==> src/rtl/uart_ring_ctrl_if.sv <==
// Handshake bundle between the ring-buffer controller and its UART/RAM/key neighbours.
// The master side is the environment; the slave side is the controller.
interface uart_ring_ctrl_if #(
    parameter int ADDR_W = 8
);
    logic              rx_done;
    logic              tx_done;
    logic              key_flag;
    logic              key_state;
    logic              auto_mode;
    logic [ADDR_W-1:0] wraddress;
    logic              wren;
    logic [ADDR_W-1:0] rdaddress;
    logic              send_en;
    logic [ADDR_W:0]   fill_level;
    logic              overflow;
    logic              busy;

    modport master (
        output rx_done, tx_done, key_flag, key_state, auto_mode,
        input  wraddress, wren, rdaddress, send_en, fill_level, overflow, busy
    );

    modport slave (
        input  rx_done, tx_done, key_flag, key_state, auto_mode,
        output wraddress, wren, rdaddress, send_en, fill_level, overflow, busy
    );
endinterface

==> src/rtl/uart_ring_ctrl.sv <==
// Runs a dual-port RAM as a circular byte buffer: received bytes are written at
// wr_ptr, and a drain sequence replays them in FIFO order to the UART sender.
module uart_ring_ctrl #(
    parameter int ADDR_W      = 8,
    parameter int RD_LAT      = 2,
    parameter int AUTO_THRESH = 16
) (
    input  logic            clk,
    input  logic            rst_n,
    uart_ring_ctrl_if.slave bus
);
    localparam int              DEPTH      = 2 ** ADDR_W;
    localparam int              CNT_W      = (RD_LAT > 1) ? $clog2(RD_LAT) : 1;
    localparam logic [ADDR_W:0] FULL_LVL   = (ADDR_W + 1)'(DEPTH);
    localparam logic [ADDR_W:0] THRESH_LVL = (ADDR_W + 1)'(AUTO_THRESH);

    typedef enum logic [1:0] {
        IDLE    = 2'd0,
        WAIT_RD = 2'd1,
        SEND    = 2'd2,
        WAIT_TX = 2'd3
    } state_e;

    state_e            state_q, state_d;
    logic [ADDR_W-1:0] wr_ptr_q, rd_ptr_q;
    logic [ADDR_W-1:0] wraddress_q, rdaddress_q;
    logic              wren_q, overflow_q;
    logic [ADDR_W:0]   fill_q, fill_d;
    logic [CNT_W-1:0]  cnt_q;

    logic full, accept, trigger, tx_complete, rd_last;

    assign full        = (fill_q == FULL_LVL);
    assign accept      = bus.rx_done && !full;
    assign tx_complete = (state_q == WAIT_TX) && bus.tx_done;
    assign rd_last     = (cnt_q == CNT_W'(RD_LAT - 1));
    // Mode is only consulted in IDLE, so flipping auto_mode mid-drain is harmless.
    assign trigger     = (state_q == IDLE) && (fill_q != '0) &&
                         (bus.auto_mode ? (fill_q >= THRESH_LVL)
                                        : (bus.key_flag && !bus.key_state));

    // NOTE: every variable driven in always_comb gets a default first, so no latch is inferred.
    always_comb begin
        fill_d = fill_q;
        if (accept && !tx_complete) begin
            fill_d = fill_q + 1'b1;
        end else if (!accept && tx_complete) begin
            fill_d = fill_q - 1'b1;
        end
    end

    always_comb begin
        state_d = state_q;
        case (state_q)
            IDLE:    if (trigger) state_d = WAIT_RD;
            WAIT_RD: if (rd_last) state_d = SEND;
            SEND:    state_d = WAIT_TX;
            WAIT_TX: if (tx_complete) state_d = (fill_d != '0) ? WAIT_RD : IDLE;
            default: state_d = IDLE;
        endcase
    end

    // NOTE: sequential state uses non-blocking assignments so all registers update together.
    always_ff @(posedge clk or negedge rst_n) begin
        if (!rst_n) begin
            state_q <= IDLE;
        end else begin
            state_q <= state_d;
        end
    end

    always_ff @(posedge clk or negedge rst_n) begin
        if (!rst_n) begin
            wr_ptr_q    <= '0;
            rd_ptr_q    <= '0;
            wraddress_q <= '0;
            rdaddress_q <= '0;
            wren_q      <= 1'b0;
            overflow_q  <= 1'b0;
            fill_q      <= '0;
            cnt_q       <= '0;
        end else begin
            wren_q <= accept;
            fill_q <= fill_d;
            if (accept) begin
                wraddress_q <= wr_ptr_q;
                wr_ptr_q    <= wr_ptr_q + 1'b1;
            end
            // A byte dropped in the same cycle a drain starts still leaves the flag set.
            if (bus.rx_done && full) begin
                overflow_q <= 1'b1;
            end else if (trigger) begin
                overflow_q <= 1'b0;
            end
            if (tx_complete) begin
                rd_ptr_q <= rd_ptr_q + 1'b1;
            end
            if (trigger) begin
                rdaddress_q <= rd_ptr_q;
            end else if (tx_complete && (fill_d != '0)) begin
                rdaddress_q <= rd_ptr_q + 1'b1;
            end
            cnt_q <= (state_q == WAIT_RD) ? cnt_q + 1'b1 : '0;
        end
    end

    always_comb begin
        bus.busy    = (state_q != IDLE);
        bus.send_en = (state_q == SEND);
    end

    assign bus.wren       = wren_q;
    assign bus.wraddress  = wraddress_q;
    assign bus.rdaddress  = rdaddress_q;
    assign bus.fill_level = fill_q;
    assign bus.overflow   = overflow_q;
endmodule
==> src/flat_wrapper.sv <==
// flat-port wrapper written by rule: the top's interface ports become plain ports
module uart_ring_ctrl_flat 
#(
    parameter int ADDR_W      = 8,
    parameter int RD_LAT      = 2,
    parameter int AUTO_THRESH = 16
)
  (clk, rst_n, bus_rx_done, bus_tx_done, bus_key_flag, bus_key_state, bus_auto_mode, bus_wraddress, bus_wren, bus_rdaddress, bus_send_en, bus_fill_level, bus_overflow, bus_busy);
  uart_ring_ctrl_if #(.ADDR_W(ADDR_W)) bus_i ();
  input  logic clk;
  input  logic rst_n;
  input wire logic [$bits(bus_i.rx_done)-1:0] bus_rx_done;
  input wire logic [$bits(bus_i.tx_done)-1:0] bus_tx_done;
  input wire logic [$bits(bus_i.key_flag)-1:0] bus_key_flag;
  input wire logic [$bits(bus_i.key_state)-1:0] bus_key_state;
  input wire logic [$bits(bus_i.auto_mode)-1:0] bus_auto_mode;
  output wire logic [$bits(bus_i.wraddress)-1:0] bus_wraddress;
  output wire logic [$bits(bus_i.wren)-1:0] bus_wren;
  output wire logic [$bits(bus_i.rdaddress)-1:0] bus_rdaddress;
  output wire logic [$bits(bus_i.send_en)-1:0] bus_send_en;
  output wire logic [$bits(bus_i.fill_level)-1:0] bus_fill_level;
  output wire logic [$bits(bus_i.overflow)-1:0] bus_overflow;
  output wire logic [$bits(bus_i.busy)-1:0] bus_busy;
  assign bus_i.rx_done = bus_rx_done;
  assign bus_i.tx_done = bus_tx_done;
  assign bus_i.key_flag = bus_key_flag;
  assign bus_i.key_state = bus_key_state;
  assign bus_i.auto_mode = bus_auto_mode;
  assign bus_wraddress = bus_i.wraddress;
  assign bus_wren = bus_i.wren;
  assign bus_rdaddress = bus_i.rdaddress;
  assign bus_send_en = bus_i.send_en;
  assign bus_fill_level = bus_i.fill_level;
  assign bus_overflow = bus_i.overflow;
  assign bus_busy = bus_i.busy;
  uart_ring_ctrl #(.ADDR_W(ADDR_W), .RD_LAT(RD_LAT), .AUTO_THRESH(AUTO_THRESH)) u_core (.clk(clk), .rst_n(rst_n), .bus(bus_i));
endmodule
==> config.mk <==
export PLATFORM = sky130hd
export DESIGN_NAME = uart_ring_ctrl_flat
export DESIGN_NICKNAME = d
export VERILOG_FILES = /design/src/rtl/uart_ring_ctrl_if.sv /design/src/rtl/uart_ring_ctrl.sv /design/src/flat_wrapper.sv
export SDC_FILE = /design/constraint.sdc
export NUM_CORES = 1
export LEC_CHECK = 0
export CAP_MARGIN = 20
export CORE_MARGIN = 5
export CORE_UTILIZATION = 61
export CTS_BUF_LIST = sky130_fd_sc_hd__clkbuf_8
export DETAILED_ROUTE_END_ITERATION = 16
export PLACE_DENSITY = 0.87
export SLEW_MARGIN = 10
export SYNTH_ARGS = -nofsm -noshare
export SYNTH_HDL_FRONTEND = slang
export SYNTH_SLANG_ARGS = --single-unit
==> constraint.sdc <==
create_clock -name clk -period 4.3 [get_ports clk]
set_input_delay 1.075 -clock clk [delete_from_list [all_inputs] [get_ports clk]]
set_output_delay 1.075 -clock clk [all_outputs]
set_load 0.1 [all_outputs]
==> results of run 1 <==
==> logic make-up (layout without fill, tap and decap cells) <==
logic type | after synthesis | in the layout
AO/OA/AOI/OAI | 50 | 50
XOR/XNOR | 21 | 21
adder cells (fa/ha/maj) | 9 | 9
buffers and inverters | 24 | 59
flip-flops | 46 | 46
multiplexers | 5 | 5
AND/OR/NAND/NOR | 122 | 122
==> final cells by class <==
cell class | count | area [um2]
clock buffer | 5 | 68.8
clock inverter | 3 | 48.8
fill | 321 | 1110
inverter | 10 | 40.0
multi-input combinational | 207 | 1410
sequential | 46 | 1150
tap | 52 | 65.1
timing repair buffer | 41 | 403
==> per-stage QoR <==
| step | cell area (um2) | hold WS, ns | worst slack, ns | cells | util [%] |
|---|---|---|---|---|---|
| 6_report | 3180 | 0.432 | 0.484 | 364 | 74.1 |
| 5_1_grt | 3180 | 0.469 | 0.328 | 364 | 74.1 |
| 4_1_cts | 3160 | 0.432 | 0.535 | 363 | 73.6 |
| 3_5_place_dp | 3040 | 0.410 | 0.229 | 355 | 70.9 |
| 3_3_place_gp | 3040 | 0.403 | 0.431 | 355 | 70.9 |
| 2_1_floorplan | 2670 | 0.388 | 0.772 | 277 | - |
==> cell usage in the layout (no fill, tap or decap), types with 3 or more instances in the layout <==
cell type / n
or3_1: 3
and2_1: 4
o31ai_1: 4
clkdlybuf4s50_1: 34
and3_1: 4
nor3_1: 6
or4_1: 3
mux2i_1: 5
buf_4: 5
nand4_1: 7
a221oi_2: 3
nor2_1: 10
nand2_1: 61
o41ai_1: 3
inv_1: 9
o211ai_1: 5
dfrtp_1: 46
o221ai_1: 3
nor4_1: 3
o21ai_0: 3
nand3_1: 13
clkbuf_8: 5
xor2_1: 6
xnor2_1: 14
ha_1: 9
a21oi_1: 4
==> sequential cells by signal (all words and copies together) (netlist names) <==
name,flops
u_core.bus.wraddress,8
u_core.wr_ptr_q,8
u_core.bus.overflow,1
u_core.bus.fill_level,9
u_core.bus.wren,1
u_core.cnt_q,1
u_core.state_q,2
u_core.bus.rdaddress,8
u_core.rd_ptr_q,8
==> how the worst min path moves through the flow <==
stage / end / slack [ns]
4_1_cts: u_core.cnt_q / 0.43
6_report: u_core.cnt_q / 0.43
2_1_floorplan: u_core.cnt_q / 0.39
3_3_place_gp: u_core.cnt_q / 0.40
3_5_place_dp: u_core.cnt_q / 0.41
5_1_grt: u_core.cnt_q / 0.47
==> metal layers <==
layer	vias up	GRT usage (%)	share of wire, %
met3	13	4.96	7.3
li1	1067	-	-
met5	-	0	0
met2	93	33.1	47
met4	0	7.17	1.9
met1	1082	29.9	44
==> run_results.csv, run 1 <==
group,metric,value,unit
critical_path,crit_fanout,12,
synth,async_reset_ff_share,100,%
synth,avgSynthCellArea,9.65,um2
synth,synthTopCellsByCount,"nand2_1 (61), dfrtp_1 (46), xnor2_1 (14), nand3_1 (13), nor2_1 (10)",
clocking,clk_latency,0.31,ns
synth,synth_warnings,0,
sta,fin_tns_setup,0,ns
clocking,tritoncts,"done",
synth,yosysMostFrequentCell,"nand2_1",
global_route,antenna_found_initial,0,
detailed_routing,viasPerCell,6.20,
detailed_routing,dr.first_iter.drc_count,145,
critical_path,crit_end,"u_core.bus.rdaddress[3]",
synth,synthAdderAreaFrac,4.21,%
clocking,post_cts_buffers,0,
sta,min_period,3.82,ns
critical_path,path_buf_inv,1,
critical_path,cpPeakStageDelay,0.59,ns
die,die-height,76.2,um
finish,antenna_cells,0,
critical_path,critPathKind,"input pin to register",
synth,synthDistinctLibCells,53,
critical_path,cp_top_family,"simple AND/OR/NAND/NOR gates",
die,fp.dieW,76.2,um
clocking,cts_buffers,5,
detailed_routing,drcViolationCount,0,
sta,fin_crit_sh,88.8,%
synth,netlist_top_cells_area,"dfrtp_1 (43%), nand2_1 (8.6%), xnor2_1 (4.6%), ha_1 (4.2%), nand3_1 (2.4%)",
critical_path,required,4.47,ns
placed_design,port_buffers,35,
die,start_util,62.3,%
die,rows,24,
synth,synth_compound_area_share,16.8,%
critical_path,cp.depth,8,
synth,synth_mux_area_share,1.87,%
global_route,grt_pass1_vias,2100,
min_path,worstHoldPathCells,1,
placed_design,place.gp.congestion,0.912,
critical_path,regToRegSetupSlack,0.98,ns
clocking,clock_sinks,46,
synth,synth_top_family_by_area,"simple AND/OR/NAND/NOR gates",
run,maxCapViolations,0,
synth,synth-edff-count,0,
global_route,grt_overflow,0,
clocking,ctsHoldBuffers,0,
critical_path,reg2reg_depth,8,
synth,synthSimpleGateAreaFrac,22.6,%
synth,synthXorXnorAreaFrac,7.16,%
die,die_area,5810,um2
detailed_routing,wl_per_cell,16.4,um
clocking,post_cts_resized,0,
sta,rsz0062_at_grt,"false",
finish,final_nets,327,
global_route,grt_pass1_wl,10.4,mm
critical_path,worstSetupStartpoint,"bus_tx_done",
critical_path,slowest_stage,"or4_1",
sta,clock.fmax,0.262,GHz
sta,hold_viol,0,
min_path,hp-start,"u_core.cnt_q",
synth,syn-cell-area,2670,um2
critical_path,path_cells,"clkdlybuf4s50_1 > and2_1 > or4_1 > o211ai_1 > o211ai_1 > or3_1 > o41ai_1 > a221oi_2",
die,io-pin-count,36,
min_path,holdCritPathClass,"register to register",
die,coreArea,4290,um2
synth,synth_seq_cells,46,
synth,synth-seq-area-share,43.1,%
critical_path,r2r-start,"u_core.bus.fill_level[5]",
sta,tightest_slew,0.984,ns
critical_path,reg2reg_to,"u_core.bus.rdaddress[3]",
finish,drive_gt1_share,8.65,%
sta,relSlewSlack,34.2,%
detailed_routing,vias,2255,
critical_path,cp.arrival,3.99,ns
critical_path,crit_path_end_kind,"register",
sta,clock-skew-final,0.00714,ns
detailed_routing,antenna_left,0,
global_route,track_usage,21.5,%
status,status,"finished, final reports clean",
clocking,cts-root-to-sink-buffers,2,
detailed_routing,firstDrtPassIters,5,
synth,yosysTopAreaCell,"dfrtp_1",
placed_design,dp_hpwl,4.23,mm
sta,setup_violations,0,
synth,yosysTopAreaCellShare,43.1,%
sta,report.final.slew_viol_count,0,
finish,area_delta_synth_final,19.0,%
critical_path,start_kind,"input pin",
clocking,clkTransAtPathRegs,0.09,ns
clocking,clockRootBuffer,"clkbuf_8",
detailed_routing,wirelength,5.96,mm
synth,synth.net_count,293,
synth,synth_flop_cell,"dfrtp_1",
synth,syn_inst,277,
global_route,grt_max_degree,47,
clocking,htreeDepth,2,
critical_path,crit_top_cell,"o211ai_1",
Power of run 1 is left out: the tool's default activity adds up to more than one toggle a clock period on the data nets, which glitch-free logic cannot reach.
==> run 2, diff against run 1 <==
CTS_BUF_LIST = sky130_fd_sc_hd__clkbuf_4 sky130_fd_sc_hd__clkbuf_8   (was sky130_fd_sc_hd__clkbuf_8)
TNS_END_PERCENT = 50   (was unset)
==> results of run 2 <==
No change in the layout: final DEF, timing and power equal those of run 1.
Power of run 2 is left out for the same reason.
==> run 3, diff against run 2 <==
CORE_MARGIN = 2   (was 5)
==> run_results.csv, run 3 (synthesis results as in run 1) <==
group,metric,value,unit
finish,layout_common_cells,"nand2_1 (61), dfrtp_1 (46), clkdlybuf4s50_1 (34)",
detailed_routing,viasPerCell,6.20,
sta,fin_crit_sh,88.5,%
die,io-pin-count,36,
sta,fin_tns_setup,0,ns
critical_path,regToRegSetupSlack,1.00,ns
detailed_routing,vias,2257,
critical_path,critPathKind,"input pin to register",
clocking,post_cts_buffers,0,
detailed_routing,firstDrtPassIters,5,
die,start_util,62.3,%
clocking,cts_buffers,5,
critical_path,cpPeakStageDelay,0.59,ns
detailed_routing,dr.first_iter.drc_count,266,
sta,rsz0062_at_grt,"false",
global_route,grt_overflow,0,
critical_path,cp.arrival,3.98,ns
finish,largest_reg_flops,9,
global_route,grt_pass1_wl,10.2,mm
min_path,holdCritPathClass,"register to register",
sta,setup_violations,0,
die,coreArea,4290,um2
critical_path,crit_top_cell,"o211ai_1",
finish,drive_gt1_share,8.65,%
run,maxCapViolations,0,
clocking,cts-root-to-sink-buffers,2,
critical_path,reg2reg_depth,8,
critical_path,slowest_stage,"or4_1",
critical_path,crit_end,"u_core.bus.rdaddress[4]",
sta,relSlewSlack,34.8,%
clocking,clock_sinks,46,
finish,antenna_cells,0,
placed_design,port_buffers,35,
clocking,clockRootBuffer,"clkbuf_8",
clocking,tritoncts,"done",
critical_path,required,4.48,ns
die,fp.dieW,70.2,um
sta,min_period,3.81,ns
clocking,clk_latency,0.30,ns
status,status,"finished, final reports clean",
clocking,post_cts_resized,0,
finish,final_common_cell,"nand2_1",
critical_path,reg2reg_to,"u_core.bus.rdaddress[4]",
global_route,grt_max_degree,47,
critical_path,r2r-start,"u_core.bus.fill_level[5]",
detailed_routing,wl_per_cell,16.3,um
detailed_routing,wirelength,5.93,mm
finish,area_delta_synth_final,18.1,%
clocking,htreeDepth,2,
clocking,ctsHoldBuffers,0,
clocking,clkTransAtPathRegs,0.09,ns
critical_path,worstSetupStartpoint,"bus_tx_done",
detailed_routing,antenna_left,0,
sta,tightest_slew,0.976,ns
critical_path,crit_fanout,13,
critical_path,start_kind,"input pin",
placed_design,dp_hpwl,3.97,mm
sta,report.final.slew_viol_count,0,
finish,final_nets,327,
die,die_area,4930,um2
placed_design,place.gp.congestion,0.887,
critical_path,crit_path_end_kind,"register",
sta,clock.fmax,0.263,GHz
finish,fillers,336,
global_route,grt_pass1_vias,2126,
global_route,track_usage,26.0,%
die,die-height,70.2,um
detailed_routing,drcViolationCount,0,
die,rows,24,
sta,clock-skew-final,0.00458,ns
sta,hold_viol,0,
global_route,antenna_found_initial,0,
critical_path,path_cells,"clkdlybuf4s50_1 > and2_1 > or4_1 > o211ai_1 > o211ai_1 > or3_1 > o41ai_1 > a221oi_2",
run 3: changes by cell type in the layout (fill, tap and decap cells not counted):
cell        before  now
bufinv_16        1    0
inv_8            1    0
clkinvlp_4       1    2
inv_6            0    1
run 3: worst min-delay path by stage:
stage,slack (ns),to,cells after the start,from
after global routing,0.45,u_core.cnt_q,1,u_core.cnt_q
final,0.43,u_core.cnt_q,1,u_core.cnt_q
after global placement,0.41,u_core.cnt_q,1,u_core.cnt_q
after floorplan,0.39,u_core.cnt_q,1,u_core.cnt_q
after detailed placement,0.41,u_core.cnt_q,1,u_core.cnt_q
after CTS,0.43,u_core.cnt_q,1,u_core.cnt_q
run 3: cell type report:
| type | count | area (um2) | share of cell area [%] |
|---|---|---|---|
| Clock buffer | 5 | 68.8 | 2.18 |
| Clock inverter | 3 | 23.8 | 0.753 |
| Inverter | 10 | 40.0 | 1.27 |
| Multi-Input combinational cell | 207 | 1410 | 44.5 |
| Sequential cell | 46 | 1150 | 36.5 |
| Tap cell | 52 | 65.1 | 2.06 |
| Timing Repair Buffer | 41 | 403 | 12.8 |
run 3: per-stage QoR:
step	utilization (%)	std cells	hold slack (ns)	area, um2	setup slack [ns]
after global placement	70.9	355	0.406	3040	0.386
final	73.5	364	0.432	3160	0.493
after floorplan	-	277	0.388	2670	0.772
after CTS	73.0	363	0.432	3140	0.564
after detailed placement	70.9	355	0.410	3040	0.251
after global routing	73.5	364	0.447	3160	0.327
run 3: per-layer routing:
| layer | vias up | part of all wire, % | track usage [%] | routed length (um) |
|---|---|---|---|---|
| li1 | 1074 | - | - | - |
| met1 | 1076 | 46 | 38.3 | 2710 |
| met2 | 100 | 47 | 39.8 | 2810 |
| met3 | 7 | 5.9 | 4.47 | 349 |
| met4 | 0 | 0.96 | 7.69 | 57 |
| met5 | - | 0 | 0 | 0 |
run 3: worst max-delay path, delay by kind of cell:
family	cells	cell delay [ns]
AOI/OAI and AO/OA	4	0.99
buffers and inverters	1	0.45
and+or+nand+nor	3	1.47
Power of run 3 is left out for the same reason.
